===== src/rtl/rc4_key_sched.sv =====
// rc4_key_sched: key-range sequencer for the RC4 brute-force search.
// Runs task1 / task2a / task2b per key and owns the single s_memory port.
module rc4_key_sched #(
    parameter int KEY_W   = 24,
    parameter int TIMEOUT = 4096
) (
    input  logic             clk,
    input  logic             rst,
    input  logic             start,
    input  logic             abort,
    input  logic [KEY_W-1:0] key_lo,
    input  logic [KEY_W-1:0] key_hi,
    input  logic             t1_fin,
    input  logic             t2a_fin,
    input  logic             t2b_fin,
    output logic             t1_start,
    output logic             t2a_start,
    output logic             t2b_start,
    input  logic [7:0]       t1_addr,
    input  logic [7:0]       t1_data,
    input  logic [7:0]       t2a_addr,
    input  logic [7:0]       t2a_data,
    input  logic [7:0]       t2b_addr,
    input  logic [7:0]       t2b_data,
    input  logic             t1_wr_en,
    input  logic             t2a_wr_en,
    input  logic             t2b_wr_en,
    output logic [7:0]       s_addr,
    output logic [7:0]       s_data,
    output logic             s_wr_en,
    input  logic             dec_wr_en,
    input  logic [7:0]       dec_data,
    output logic [KEY_W-1:0] secret_key,
    output logic             busy,
    output logic             found,
    output logic             exhausted,
    output logic             err,
    output logic [KEY_W-1:0] key_found
);

    localparam int WD_W = $clog2(TIMEOUT) + 1;

    typedef enum logic [2:0] {
        S_IDLE,
        S_T1,
        S_KSA,
        S_PRGA,
        S_CHECK,
        S_FOUND,
        S_EXH
    } state_t;

    state_t           state;
    logic [KEY_W-1:0] key;
    logic [KEY_W-1:0] key_last;
    logic [7:0]       byte_cnt;
    logic             bad;
    logic [WD_W-1:0]  wdog;
    logic             wr_viol;
    logic             dec_ok;
    logic             wd_hit;

    assign secret_key = key;
    assign busy = (state == S_T1) || (state == S_KSA) ||
                  (state == S_PRGA) || (state == S_CHECK);

    assign dec_ok = ((dec_data >= 8'h61) && (dec_data <= 8'h7A)) ||
                    (dec_data == 8'h20);
    assign wd_hit = (wdog == WD_W'(TIMEOUT - 1));

    // Any write from a task that does not own the port is a protocol error.
    assign wr_viol = (t1_wr_en  && (state != S_T1))  ||
                     (t2a_wr_en && (state != S_KSA)) ||
                     (t2b_wr_en && (state != S_PRGA));

    always_comb begin
        s_addr  = 8'h00;
        s_data  = 8'h00;
        s_wr_en = 1'b0;
        unique case (state)
            S_T1: begin
                s_addr  = t1_addr;
                s_data  = t1_data;
                s_wr_en = t1_wr_en;
            end
            S_KSA: begin
                s_addr  = t2a_addr;
                s_data  = t2a_data;
                s_wr_en = t2a_wr_en;
            end
            S_PRGA: begin
                s_addr  = t2b_addr;
                s_data  = t2b_data;
                s_wr_en = t2b_wr_en;
            end
            default: ;
        endcase
    end

    always_ff @(posedge clk or negedge rst) begin
        if (!rst) begin
            state     <= S_IDLE;
            key       <= '0;
            key_last  <= '0;
            key_found <= '0;
            byte_cnt  <= 8'h00;
            bad       <= 1'b0;
            wdog      <= '0;
            found     <= 1'b0;
            exhausted <= 1'b0;
            err       <= 1'b0;
            t1_start  <= 1'b0;
            t2a_start <= 1'b0;
            t2b_start <= 1'b0;
        end else begin
            t1_start  <= 1'b0;
            t2a_start <= 1'b0;
            t2b_start <= 1'b0;
            if (wr_viol) err <= 1'b1;
            if ((state == S_PRGA) && dec_wr_en) begin
                if (byte_cnt != 8'hFF) byte_cnt <= byte_cnt + 8'd1;
                if (!dec_ok) bad <= 1'b1;
            end
            if (abort) begin
                state <= S_IDLE;
            end else begin
                unique case (state)
                    S_IDLE: if (start) begin
                        key       <= key_lo;
                        key_last  <= key_hi;
                        found     <= 1'b0;
                        exhausted <= 1'b0;
                        err       <= 1'b0;
                        bad       <= 1'b0;
                        byte_cnt  <= 8'h00;
                        wdog      <= '0;
                        t1_start  <= 1'b1;
                        state     <= S_T1;
                    end
                    S_T1: if (t1_fin) begin
                        wdog      <= '0;
                        t2a_start <= 1'b1;
                        state     <= S_KSA;
                    end else if (wd_hit) begin
                        err   <= 1'b1;
                        state <= S_IDLE;
                    end else begin
                        wdog <= wdog + 1'b1;
                    end
                    S_KSA: if (t2a_fin) begin
                        wdog      <= '0;
                        t2b_start <= 1'b1;
                        state     <= S_PRGA;
                    end else if (wd_hit) begin
                        err   <= 1'b1;
                        state <= S_IDLE;
                    end else begin
                        wdog <= wdog + 1'b1;
                    end
                    S_PRGA: if (t2b_fin) begin
                        state <= S_CHECK;
                    end else if (wd_hit) begin
                        err   <= 1'b1;
                        state <= S_IDLE;
                    end else begin
                        wdog <= wdog + 1'b1;
                    end
                    S_CHECK: if (!bad && (byte_cnt != 8'h00)) begin
                        found     <= 1'b1;
                        key_found <= key;
                        state     <= S_FOUND;
                    end else if (key == key_last) begin
                        exhausted <= 1'b1;
                        state     <= S_EXH;
                    end else begin
                        key      <= key + 1'b1;
                        bad      <= 1'b0;
                        byte_cnt <= 8'h00;
                        wdog     <= '0;
                        t1_start <= 1'b1;
                        state    <= S_T1;
                    end
                    default: ;
                endcase
            end
        end
    end

endmodule


===== config.mk =====
export PLATFORM = sky130hd
export DESIGN_NAME = rc4_key_sched
export DESIGN_NICKNAME = d
export VERILOG_FILES = /design/src/rtl/rc4_key_sched.sv
export SDC_FILE = /design/constraint.sdc
export NUM_CORES = 1
export LEC_CHECK = 0
export ABC_AREA = 1
export BUFFER_PORTS_ARGS = -buffer_cell sky130_fd_sc_hd__clkbuf_2
export CORE_MARGIN = 3
export CORE_UTILIZATION = 40
export CTS_BUF_LIST = sky130_fd_sc_hd__clkbuf_4 sky130_fd_sc_hd__clkbuf_8
export CTS_CLUSTER_DIAMETER = 40
export DETAILED_ROUTE_END_ITERATION = 16
export GPL_ROUTABILITY_DRIVEN = 0
export PLACE_DENSITY_LB_ADDON = 0.08
export RECOVER_POWER = 100
export SETUP_SLACK_MARGIN = 0.4
export SLEW_MARGIN = 15
export SYNTH_ARGS = -nofsm -noshare
export SYNTH_HDL_FRONTEND = slang
export SYNTH_SLANG_ARGS = --single-unit
export TNS_END_PERCENT = 100

===== constraint.sdc =====
create_clock -name clk -period 2.4 [get_ports clk]
set_input_delay 0.12 -clock clk [delete_from_list [all_inputs] [get_ports clk]]
set_output_delay 0.12 -clock clk [all_outputs]
set_load 0.02 [all_outputs]

# After elaboration in Yosys (flattened, before gate mapping)
# Cells that the tools add are included.
# Widths: inputs -> output; s select.
word_totals:
  romBits: 0
  mem_bits_rw: 0
  input_bits: 115
  latch_bits: 0
  memories: 0
  out_inout_bits: 72
  reg_bits: 103
  wordCells: 125
op_classes:
  n_mul: 0
  magnitude_cmp: 2
  reduce_logical: 25
  bitwise: 1
  eq_ne: 18
  mux: 63
  addsub: 3
  shift: 0
  div: 0
ops:
  columns: ["operator", "count"]
  rows:
  - ["$mux 13", 7]
  - ["$mux 24", 3]
  - ["$pmux 13 s5", 1]
  - ["$mux 8", 6]
  - ["$pmux 24 s2", 1]
  - ["$pmux 8 s3", 2]
  - ["$mux 1", 27]
  - ["$add 24x1->24 const B", 1]
  - ["$eq 24x24->1", 1]
  - ["$mux 3", 8]
  - ["$pmux 8 s2", 1]
  - ["$pmux 3 s5", 1]
  - ["$add 13x1->13 const B", 1]
  - ["$eq 13x12->1 const B", 1]
  - ["$reduce_and 5->1", 2]
  - ["$add 8x1->8 const B", 1]
  - ["$eq 8x6->1 const B", 1]
  - ["$ge 8x7->1 const B", 1]
  - ["$le 8x7->1 const B", 1]
  - ["$ne 2x2->1 const B", 4]
  - ["$ne 8x8->1 const B", 1]
  - ["$pmux 1 s2", 4]
  - ["$reduce_bool 8->1", 1]
  - ["$eq 3x2->1 const B", 2]
  - ["20 further kinds", 33]

# Longest topological paths before layout
# Gate-level depths: netlist of run 1.
depth:
  word_depth: 9
  ltp_mapped: 14
  depth_no_buf: 13

# Least setup slack after synthesis of run 1
# No wires, ideal clock.
synth_timing:
  path_kind: "register to register"
  from: "reg key[0] (netlist: secret_key[0])"
  to: "reg key[18] (netlist: secret_key[18])"
  path_buffers: 0
  arrival_ns: 1.699
  slack_ns: 0.583
  path_stages_with_launch: 13
  setup_ns: 0.118
  period_less_slack_ns: 1.817
  required_time_ns: 2.282
  cell_sequence: "dfrtp_1 > ha_1 > nand2_1 > nor2_1 > nand2_1 > inv_2 > nand2_1 > nor2_1 > nand2_1 > nand3_1 > nand2_1 > nand3_1 > nand2_1"
synth_between:
  elab_chain_cells: 4
  word_cells_on_any_way: 7
  classes_between: "add/sub (1); eq/ne (2); mux (3); reduce/logical (1)"
synth_lines:
  columns: ["item", "line", "source"]
  rows:
  - ["start: declaration", "54", "logic [KEY_W-1:0] key;"]
  - ["start signal: assignment", "129", "key <= key_lo;"]
  - ["start signal: assignment", "176", "key <= key + 1'b1;"]
  - ["$add 24x1->24", "176", null]
  - ["$mux 24", "172", "end else if (key == key_last) begin"]
  - ["$mux 24", "168", "S_CHECK: if (!bad && (byte_cnt != 8'h00)) begin"]
  - ["$pmux 24 s2", "127", "unique case (state)"]
# Several ways; a longest one is shown, not always the timed one. The select of a mux whose other input is x is not followed.
# A chain may end at the register's enable or synchronous reset.

# Worst setup path in the final report of run 1
layout_timing:
  from: "reg state[0]"
  to: "out busy"
layout_between:
  elab_chain_cells: 4
  word_cells_on_any_way: 7
  classes_between: "eq/ne (4); reduce/logical (3)"
layout_lines:
  columns: ["item", "line", "source"]
  rows:
  - ["start: declaration", "53", "state_t state;"]
  - ["start signal: assignment", "102", "state <= S_IDLE;"]
  - ["start signal: assignment", "125", "state <= S_IDLE;"]
  - ["start signal: assignment", "138", "state <= S_T1;"]
  - ["$eq 3x1->1 / $eq 3x2->1 (equally long branches)", "64", "assign busy = (state == S_T1) || (state == S_KSA) ||"]
  - ["$logic_or 1x1->1 (2 in series)", "64", null]
  - ["$logic_or 1x1->1 *", "65", "(state == S_PRGA) || (state == S_CHECK);"]
  - ["end: declaration", "34", "output logic busy,"]
# Every way passes the cells marked *; elsewhere a longest branch is shown, timed or not.

==> reports/metrics.yaml, run 1 <==
status:
  status: "complete, no violations"
detailed_routing:
  wl_per_cell_um: 14.4
  wl_um: 20900
  first_iter_violations: 440
  route.detailed.drc: 0
  ant_nets: 0
  via_per_inst: 4.82
  dr.pass1.iters: 6
  vias: 7030
synthesis:
  avgSynthCellArea_um2: 6.50
  syn_nets: 1131
  synth_cell_type_count: 35
  ys_warn_count: 0
  ys_seq_elements: 103
  synth-async-reset-ratio: 1.00
  synth_edf_count: 0
  synthCells: 1012
  syn_area_mm2: 0.00658
  ys_seq_area_frac: 0.392
  ys.flop_type: "dfrtp_1"
setup_path:
  cp-startpoint: "state[0]"
  critPathMaxFanout: 35
  r2r-start: "state[0]"
  required_ns: 2.28
  setup.worst_path.class: "reg2out"
  worstPathArrival_ns: 1.90
  endpoint_kind: "output pin"
  startpoint_type: "flop"
  worst-r2r-setup-slack_ns: 0.42
cts:
  cts_tree: "done"
  cts_buffers: 9
  cts_sinks: 103
  clock_path_buffers: 2
  worstSkewPairLatency_ns: 0.39
  cts-root-buf: "clkbuf_8"
  clk_pin_slew_ns: 0.10
  cts.htree.levels: 3
global_route:
  grtUsageTotal: 0.235
  grt_overflow: 0
  grt_pass1_wl_um: 34300
  grt_pass1_vias: 6949
  antenna_found_initial: 0
  grt_max_degree: 53
timing:
  tightest_slew_ns: 1.21
  hold_viol: 0
  max-slew-margin-rel: 0.197
  rsz0062_at_grt: "yes"
  timing.fmax_mhz: 494
  slew_violations: 0
  fin_crit_ns: 2.02
  final-setup-viol-count: 0
  fin_worst_skew_ns: 0.0162
  tns_ns: 0
  fin_ws_ns: 0.376
  finalCritPeriodShare: 0.843
finish:
  drive_above_1_share: 0.174
  syn_to_final_growth_pct: 28.8
  fillers: 1718
  diodes: 0
  final_nets: 1356
  final_common_cell: "nand2_1"
  stdcell_area_mm2: 0.00847
  mostFrequentLayoutCells: "442 x nand2_1, 129 x clkbuf_2, 101 x inv_1"
die:
  die_area_mm2: 0.0180
  die_h_um: 134
  die_w_um: 134
  boundaryPins: 187
  initial_core_util: 0.411
  num_rows: 46
  core_mm2: 0.0160
pwr:
  intPower_mw: 3.68
  power_switching_mw: 2.83
  clock_power_share: 0.191
  cellPowerDensity_mw_per_mm2: 767
  p_leak_nw: 4.52
  swShare: 0.435
  comb_power_share: 0.417
  seq_power_share: 0.391
  max-vdd-ir-drop_mv: 0.283
placed_design:
  place_ws_ns: 0.229
  place_area_mm2: 0.00778
  dp_hpwl_um: 15500
  portBuffers: 186
flow_run:
  cap_violations: 0
min_path:
  worstHoldPathType: "in2reg"
  worstHoldStart: "key_hi[21]"
## power groups by stage
stage	sequential [mW]	clock, mW	combinational (mW)
after floorplan	2.69	0	1.46
after global placement	2.60	0	2.49
after detailed placement	2.60	0	2.50
after CTS	2.58	1.28	2.60
after global routing	2.59	1.35	3.08
final	2.54	1.24	2.71
## stage by stage
| stage | std cells | utilization | power (mW) | hold WS [ns] |
|---|---|---|---|---|
| final | 1457 | 0.530 | 6.50 | 0.00385 |
| after global routing | 1457 | 0.530 | 7.03 | 0.00699 |
| after CTS | 1442 | 0.521 | 6.45 | 0.00168 |
| after detailed placement | 1399 | 0.486 | 5.10 | 0.0989 |
| after global placement | 1399 | 0.486 | 5.08 | 0.0983 |
| after floorplan | 1012 | - | 4.15 | -0.176 |
## cells in the mapped netlist (all sizes together) (2+ instances only)
cell    number  area, µm²
xnor2        9       78.8
nand2      444       1670
o211ai       4       30.0
buf         20        128
inv        116        435
dfrtp      103       2580
nor3         5       25.0
nand3       99        523
xor2        16        140
ha           4       50.1
a22oi        3       22.5
a31oi        2       27.5
clkinv       3       11.3
nor2        86        338
a21oi        5       36.3
nand4       12       75.1
o31ai        4       30.0
o21ai       61        305
clkbuf      12       45.0
## layer usage
| metal | global-route usage | vias up | part of all wire |
|---|---|---|---|
| met5 | 0 | - | 0 |
| met3 | 0.0409 | 36 | 0.052 |
| met4 | 0.0645 | 0 | 0.022 |
| li1 | - | 3603 | - |
| met2 | 0.419 | 210 | 0.49 |
| met1 | 0.293 | 3181 | 0.43 |
## flip-flops by register name (all words and copies together), names as in the netlist
| signal | count |
|---|---|
| bad | 1 |
| state | 3 |
| t1_start | 1 |
| key_last | 24 |
| wdog | 13 |
| t2b_start | 1 |
| t2a_start | 1 |
| secret_key | 24 |
| byte_cnt | 8 |
| err | 1 |
| exhausted | 1 |
| key_found | 24 |
| found | 1 |
## worst max-delay path, cell delays in order (launching register included)
cell and delay [ns]:
dfrtp_1 0.50, inv_1 0.13, nand2_1 0.14, nor2_1 0.08, clkinv_1 0.06, buf_8 0.23
nand4_1 0.17, buf_4 0.20
## timing repair
item                                    4_1_cts  5_1_grt
hold buffers                                 25        0
endpoints found under the hold margin        53        0
resized for setup                            13       43
pin swaps                                     0        2
endpoints found under the setup margin       51       70
buffers inserted                              2       14
cloned                                        1        1
## final cells by class
cell class | instances | area [µm²] | area share
clock buffer | 12 | 153 | 0.0180
clock inverter | 3 | 67.6 | 0.00797
inverter | 119 | 459 | 0.0542
multi-input combinational | 760 | 3490 | 0.412
sequential | 103 | 2580 | 0.305
tap | 216 | 270 | 0.0319
timing repair buffer | 244 | 1450 | 0.171
## worst paths after layout
check,endpoint,cells past startpoint
min reg2reg,key_found[14],2
min,key_last[21],3
min in group asynchronous,key_found[7],2
max reg2reg,key_last[1],8
max in group asynchronous,secret_key[13],3
max,busy,7
## cells by family (layout without fill, tap and decap cells)
family / count (synthesis) / count (layout) / share of synthesized area
AOI/OAI and AO/OA: 81 / 81 / 0.0711
xor gates and xnor gates: 25 / 25 / 0.0333
adders and majority gates: 4 / 4 / 0.00761
buffers and inverters: 151 / 378 / 0.0941
DFF: 103 / 103 / 0.392
and+or+nand+nor: 648 / 650 / 0.402
No activity file was read; power rests on OpenSTA's default activity.
==> run 2: changes to the inputs <==
==> constraint.sdc (replaced) <==
create_clock -name clk -period 1.7 [get_ports clk]
set_input_delay 0.085 -clock clk [delete_from_list [all_inputs] [get_ports clk]]
set_output_delay 0.085 -clock clk [all_outputs]
set_load 0.02 [all_outputs]
==> run 2 against run 1 <==
Compared with the run above: the flow now finishes with violations (negative setup slack); non-clock buffer count grew 151; register-to-register slack lost 0.48 ns; global-route usage grew 3.3 points; critical path depth shrank 1; hold slack gained 0.011 ns; final area grew 35%; critical path type unchanged; critical endpoint unchanged; highest routed layer unchanged.
==> reports/metrics.yaml, run 2 (same netlist as run 1, synthesis figures left out) <==
pwr:
  comb_power_share: 0.543  # was 0.417
  max-vdd-ir-drop_mv: 0.537  # was 0.283 mV
  cellPowerDensity_mw_per_mm2: 995  # was 767 mW/mm²
  clock_power_share: 0.148  # was 0.191
  intPower_mw: 6.45  # was 3.68 mW
  seq_power_share: 0.309  # was 0.391
  power_mw: 11.4  # was 6.50 mW
  power_switching_mw: 4.94  # was 2.83 mW
  p_leak_nw: 5.91  # was 4.52 nW
  swShare: 0.434  # was 0.435
timing:
  final-setup-viol-count: 76  # was 0
  rsz0062_at_grt: "yes"  # unchanged
  finalCritPeriodShare: 1.06
  fin_crit_ns: 1.81
  tightest_slew_ns: 1.23  # was 1.21 ns
  fin_ws_ns: -0.109  # was 0.376 ns
  max-slew-margin-rel: 0.181  # was 0.197
  hold_viol: 0  # unchanged
  fin_worst_skew_ns: 0.0169  # was 0.0162 ns
  timing.fmax_mhz: 553
  slew_violations: 0  # unchanged
global_route:
  grt_max_degree: 44  # was 53
  grt_pass1_wl_um: 38600  # was 34300 µm
  grt_overflow: 0  # unchanged
  grtUsageTotal: 0.268  # was 0.235
  grt_pass1_vias: 7690  # was 6949
  antenna_found_initial: 0  # unchanged
flow_run:
  cap_violations: 0  # unchanged
die:
  boundaryPins: 187  # unchanged
  num_rows: 46  # unchanged
  die_area_mm2: 0.0180  # unchanged
  die_h_um: 134  # unchanged
  core_mm2: 0.0160  # unchanged
  die_w_um: 134  # unchanged
  initial_core_util: 0.411  # unchanged
cts:
  cts_buffers: 9  # unchanged
  cts_sinks: 103  # unchanged
  cts_tree: "done"  # unchanged
  clock_path_buffers: 2  # unchanged
  cts-root-buf: "clkbuf_8"  # unchanged
  worstSkewPairLatency_ns: 0.39  # about the same
  cts.htree.levels: 3  # unchanged
  clk_pin_slew_ns: 0.10  # about the same
finish:
  fillers: 1283  # was 1718
  diodes: 0  # unchanged
  multi_input_area_mm2: 0.00457  # was 0.00349 mm²
  final_common_cell: "nand2_1"  # unchanged
  final_util: 0.715  # was 0.530
  seq_area_mm2: 0.00261  # was 0.00258 mm²
  drive_above_1_share: 0.465  # was 0.174
  syn_to_final_growth_pct: 73.9  # was 28.8%
  final_nets: 1508  # was 1356
  mostFrequentLayoutCells: "312 x nand2_1, 119 x buf_4, 117 x clkbuf_2"  # was 442 x nand2_1, 129 x clkbuf_2, 101 x inv_1
setup_path:
  worst-r2r-setup-slack_ns: -0.06  # was 0.42 ns
  r2r-end: "secret_key[16]"  # was key_last[1]
  crit_end: "busy"  # unchanged
  reg2regPathDepth: 13  # was 8
  endpoint_kind: "output pin"  # unchanged
  required_ns: 1.62  # was 2.28 ns
  worstPathArrival_ns: 1.72  # was 1.90 ns
  r2r-start: "secret_key[20]"  # was state[0]
  startpoint_type: "flop"  # unchanged
  cp-startpoint: "state[1]"  # was state[0]
  critPathMaxFanout: 6  # was 35
  setup.worst_path.class: "reg2out"  # unchanged
detailed_routing:
  via_per_inst: 5.03  # was 4.82
  vias: 8097  # was 7030
  route.detailed.drc: 0  # unchanged
  wl_per_cell_um: 16.4  # was 14.4 µm
  first_iter_violations: 421  # was 440
  dr.pass1.iters: 5  # was 6
  ant_nets: 0  # unchanged
  wl_um: 26500  # was 20900 µm
min_path:
  worstHoldStart: "t2a_wr_en"  # was key_hi[21]
  worstHoldPathType: "in2reg"  # unchanged
placed_design:
  place_ws_ns: -0.0280  # was 0.229 ns
  dp_hpwl_um: 16200  # was 15500 µm
  portBuffers: 186  # unchanged
status:
  violations: "negative setup slack"
  status: "finished with violations"  # was complete, no violations
run 2: power groups by stage:
| stage | clock network (mW) | registers (mW) | logic (mW) |
|---|---|---|---|
| after floorplan | 0 | 3.89 | 2.21 |
| after global placement | 0 | 3.53 | 4.54 |
| after detailed placement | 0 | 3.53 | 4.58 |
| after CTS | 1.71 | 3.49 | 5.27 |
| after global routing | 1.81 | 3.58 | 6.71 |
| final | 1.68 | 3.52 | 6.19 |
run 2: timing repair:
item / CTS / global route
setup buffers: 40 / 21
hold buffers: 28 / 0
setup endpoints to repair: 118 / 120
gates cloned: 13 / 10
pin swaps: 43 / 64
gates resized for setup: 199 / 242
endpoints found under the hold margin: 129 / 0
run 2: area by class of cell:
cell class              instances  share of cell area
repair inverters                2             0.00175
inverters                     119              0.0418
clock inverters                 3             0.00372
well taps                     216              0.0236
flip-flops and latches        103               0.228
repair buffers                395               0.288
multi-input cells             759               0.399
clock buffers                  13              0.0145
run 2: per-stage QoR:
step                cells  setup TNS (ns)  area [µm²]  hold WS (ns)
global placement     1482         -0.0305        8720       0.00294
detailed placement   1482         -0.0374        8720       0.00296
global route         1610          -10.61       11400        0.0401
CTS                  1579          -0.253       10400        0.0180
finish               1610           -2.98       11400        0.0152
floorplan            1012               0        6920        -0.211
run 2: worst min-delay path by stage:
stage          cells past startpoint        endpoint  slack, ns
3_3_place_gp                       1     key_last[6]      0.003
2_1_floorplan                      0             bad      -0.21
3_5_place_dp                       1     key_last[6]      0.003
4_1_cts                            5  secret_key[13]       0.02
5_1_grt                            5  secret_key[13]       0.04
6_report                           3             err       0.02
run 2: layer usage:
metal  share of wire  vias to the layer above  global-route usage
met2            0.52                      302               0.478
met4           0.032                        0              0.0984
met1            0.39                     3813               0.328
met3           0.056                       54              0.0413
met5               0                        -                   0
li1                -                     3928                   -
run 2: worst max-delay path, stage by stage, from the launching register on:
cell     delay (ns)
dfrtp_2        0.46
inv_2          0.11
buf_6          0.11
nand3_4        0.18
nand4_1        0.21
buf_4          0.15
buf_8          0.10
==> run 3: changes to the inputs <==
--- a/config.mk
+++ b/config.mk
@@ -7,9 +7,10 @@
 export LEC_CHECK = 0
 export ABC_AREA = 1
 export BUFFER_PORTS_ARGS = -buffer_cell sky130_fd_sc_hd__clkbuf_2
+export CAP_MARGIN = 0
 export CORE_MARGIN = 3
 export CORE_UTILIZATION = 40
-export CTS_BUF_LIST = sky130_fd_sc_hd__clkbuf_4 sky130_fd_sc_hd__clkbuf_8
+export CTS_BUF_LIST = sky130_fd_sc_hd__clkbuf_8
 export CTS_CLUSTER_DIAMETER = 40
 export DETAILED_ROUTE_END_ITERATION = 16
 export GPL_ROUTABILITY_DRIVEN = 0
==> run 3 against run 2 <==
Compared with the run above: the run still ends with negative setup slack left; non-clock buffer count decreased by 2; sequential share of layout area increased by 0.052 points; flip-flop and latch count unchanged; hold slack is essentially flat; utilization fell by 0.20 points; final cell count decreased by 0.12%; largest cell class unchanged; largest power group unchanged.
==> reports/metrics.yaml, run 3 (same netlist as run 1, synthesis figures left out) <==
status:
  status: "finished with violations"  # unchanged
  violations: "negative setup slack"  # unchanged
die:
  die_h_um: 134  # unchanged
  core_mm2: 0.0160  # unchanged
  num_rows: 46  # unchanged
  boundaryPins: 187  # unchanged
  die_area_mm2: 0.0180  # unchanged
  die_w_um: 134  # unchanged
  initial_core_util: 0.411  # unchanged
timing:
  slew_violations: 0  # unchanged
  timing.fmax_mhz: 560  # was 553 MHz
  rsz0062_at_grt: "yes"  # unchanged
  hold_viol: 0  # unchanged
  tightest_slew_ns: 1.20  # was 1.23 ns
  tns_ns: -2.58  # was -2.98 ns
  finalCritPeriodShare: 1.05  # was 1.06
  fin_crit_ns: 1.79  # was 1.81 ns
  fin_ws_ns: -0.0860  # was -0.109 ns
  fin_worst_skew_ns: 0.0189  # was 0.0169 ns
  max-slew-margin-rel: 0.201  # was 0.181
  final-setup-viol-count: 60  # was 76
finish:
  final_nets: 1506  # was 1508
  mostFrequentLayoutCells: "301 x nand2_1, 120 x buf_4, 118 x clkbuf_2"  # was 312 x nand2_1, 119 x buf_4, 117 x clkbuf_2
  diodes: 0  # unchanged
  drive_above_1_share: 0.472  # was 0.465
  final_common_cell: "nand2_1"  # unchanged
  final_cells: 1608  # was 1610
  syn_to_final_growth_pct: 73.5  # was 73.9%
detailed_routing:
  vias: 7962  # was 8097
  via_per_inst: 4.95  # was 5.03
  ant_nets: 0  # unchanged
  route.detailed.drc: 0  # unchanged
  wl_per_cell_um: 16.2  # was 16.4 µm
  wl_um: 26000  # was 26500 µm
  dr.pass1.iters: 5  # unchanged
  first_iter_violations: 427  # was 421
setup_path:
  startpoint_type: "flop"  # unchanged
  required_ns: 1.97  # was 1.62 ns
  critPathMaxFanout: 12  # was 6
  setup.worst_path.class: "reg2reg"  # was reg2out
  worstPathArrival_ns: 2.06  # was 1.72 ns
  endpoint_kind: "flop"  # was output pin
  reg2regPathDepth: 12  # was 13
cts:
  clk_pin_slew_ns: 0.09  # was 0.10 ns
  cts_sinks: 103  # unchanged
  cts.htree.levels: 3  # unchanged
  worstSkewPairLatency_ns: 0.39  # about the same
  cts-root-buf: "clkbuf_8"  # unchanged
  clock_path_buffers: 2  # unchanged
  cts_tree: "done"  # unchanged
  cts_buffers: 9  # unchanged
pwr:
  swShare: 0.434  # about the same
  p_leak_nw: 5.90  # was 5.91 nW
  cellPowerDensity_mw_per_mm2: 994  # was 995 mW/mm²
  seq_power_share: 0.310  # was 0.309
  comb_power_share: 0.546  # was 0.543
  clock_power_share: 0.144  # was 0.148
  max-vdd-ir-drop_mv: 0.533  # was 0.537 mV
  power_switching_mw: 4.92  # was 4.94 mW
  intPower_mw: 6.43  # was 6.45 mW
global_route:
  grt_pass1_wl_um: 38700  # was 38600 µm
  grtUsageTotal: 0.268  # about the same
  grt_max_degree: 44  # unchanged
  antenna_found_initial: 0  # unchanged
  grt_overflow: 0  # unchanged
  grt_pass1_vias: 7747  # was 7690
placed_design:
  portBuffers: 186  # unchanged
  dp_hpwl_um: 16200  # unchanged
  dp_cells: 1482  # unchanged
min_path:
  worstHoldPathType: "in2reg"  # unchanged
  min_path_cells: 3  # unchanged
flow_run:
  cap_violations: 0  # unchanged
-- run 3: cell types whose count changed in the layout (fill, tap and decap cells not counted), moves of 2 or more --
cell      before  now
inv_2         34   37
buf_8         22   19
nand2_1      312  301
nand2_2       86   97
clkbuf_4       2    0
nor2_1        63   65
nor2_2        14   12
-- run 3: per-stage QoR --
step	power, mW	area, µm²	utilization	hold WS, ns	setup WS, ns
final	11.4	11400	0.713	0.0149	-0.0860
after global placement	8.06	8720	0.545	0.00294	-0.0305
after floorplan	6.10	6920	-	-0.211	0.124
after global routing	12.1	11400	0.713	0.0401	-0.186
after CTS	10.4	10400	0.650	0.0177	-0.0408
after detailed placement	8.12	8720	0.545	0.00296	-0.0280
-- run 3: final timing paths --
check	end	slack, ns	from
max reg2reg	secret_key[16]	-0.09	secret_key[21]
min	err	0.01	t2a_wr_en
min in group asynchronous	key_last[6]	0.46	rst
max in group asynchronous	secret_key[22]	0.20	rst
min reg2reg	key_found[20]	0.49	key_found[20]
max	secret_key[16]	-0.09	secret_key[21]
-- run 3: timing repair --
action | CTS | global route
setup endpoints to repair | 118 | 120
resized for setup | 200 | 246
pin swaps | 46 | 68
gates cloned | 13 | 9
setup buffers | 40 | 20
hold buffers | 28 | 0
endpoints found under the hold margin | 129 | 0
-- run 3: layout make-up --
cell class | count | area (µm²)
fillers | 1288 | 4590
multi-input cells | 759 | 4580
repair buffers | 393 | 3250
flip-flops and latches | 103 | 2610
inverters | 119 | 478
well taps | 216 | 270
clock buffers | 11 | 151
clock inverters | 5 | 50.0
repair inverters | 2 | 20.0
-- run 3: routing by layer --
metal / vias up / GRT usage / share of wire
met5: - / 0 / 0
met4: 0 / 0.0995 / 0.026
met3: 41 / 0.0375 / 0.048
met2: 270 / 0.478 / 0.52
met1: 3732 / 0.328 / 0.40
li1: 3919 / - / -
-- run 3: worst max-delay path, stage by stage, from the launching register on --
cell and delay (ns):
dfrtp_1 0.47, inv_1 0.10, nand2_1 0.07, nand2_1 0.06, nor2_2 0.11, nand2_1 0.07
nor2_2 0.18, nand3_2 0.11, nand2_2 0.10, nand2_4 0.10, buf_12 0.17, nand3_1 0.07
nand2_1 0.05
-- run 3: power by group through the flow --
stage	logic, mW	clock network [mW]	registers, mW
2_1_floorplan	2.21	0	3.89
3_3_place_gp	4.54	0	3.53
3_5_place_dp	4.58	0	3.53
4_1_cts	5.27	1.66	3.49
5_1_grt	6.74	1.74	3.58
6_report	6.20	1.63	3.52
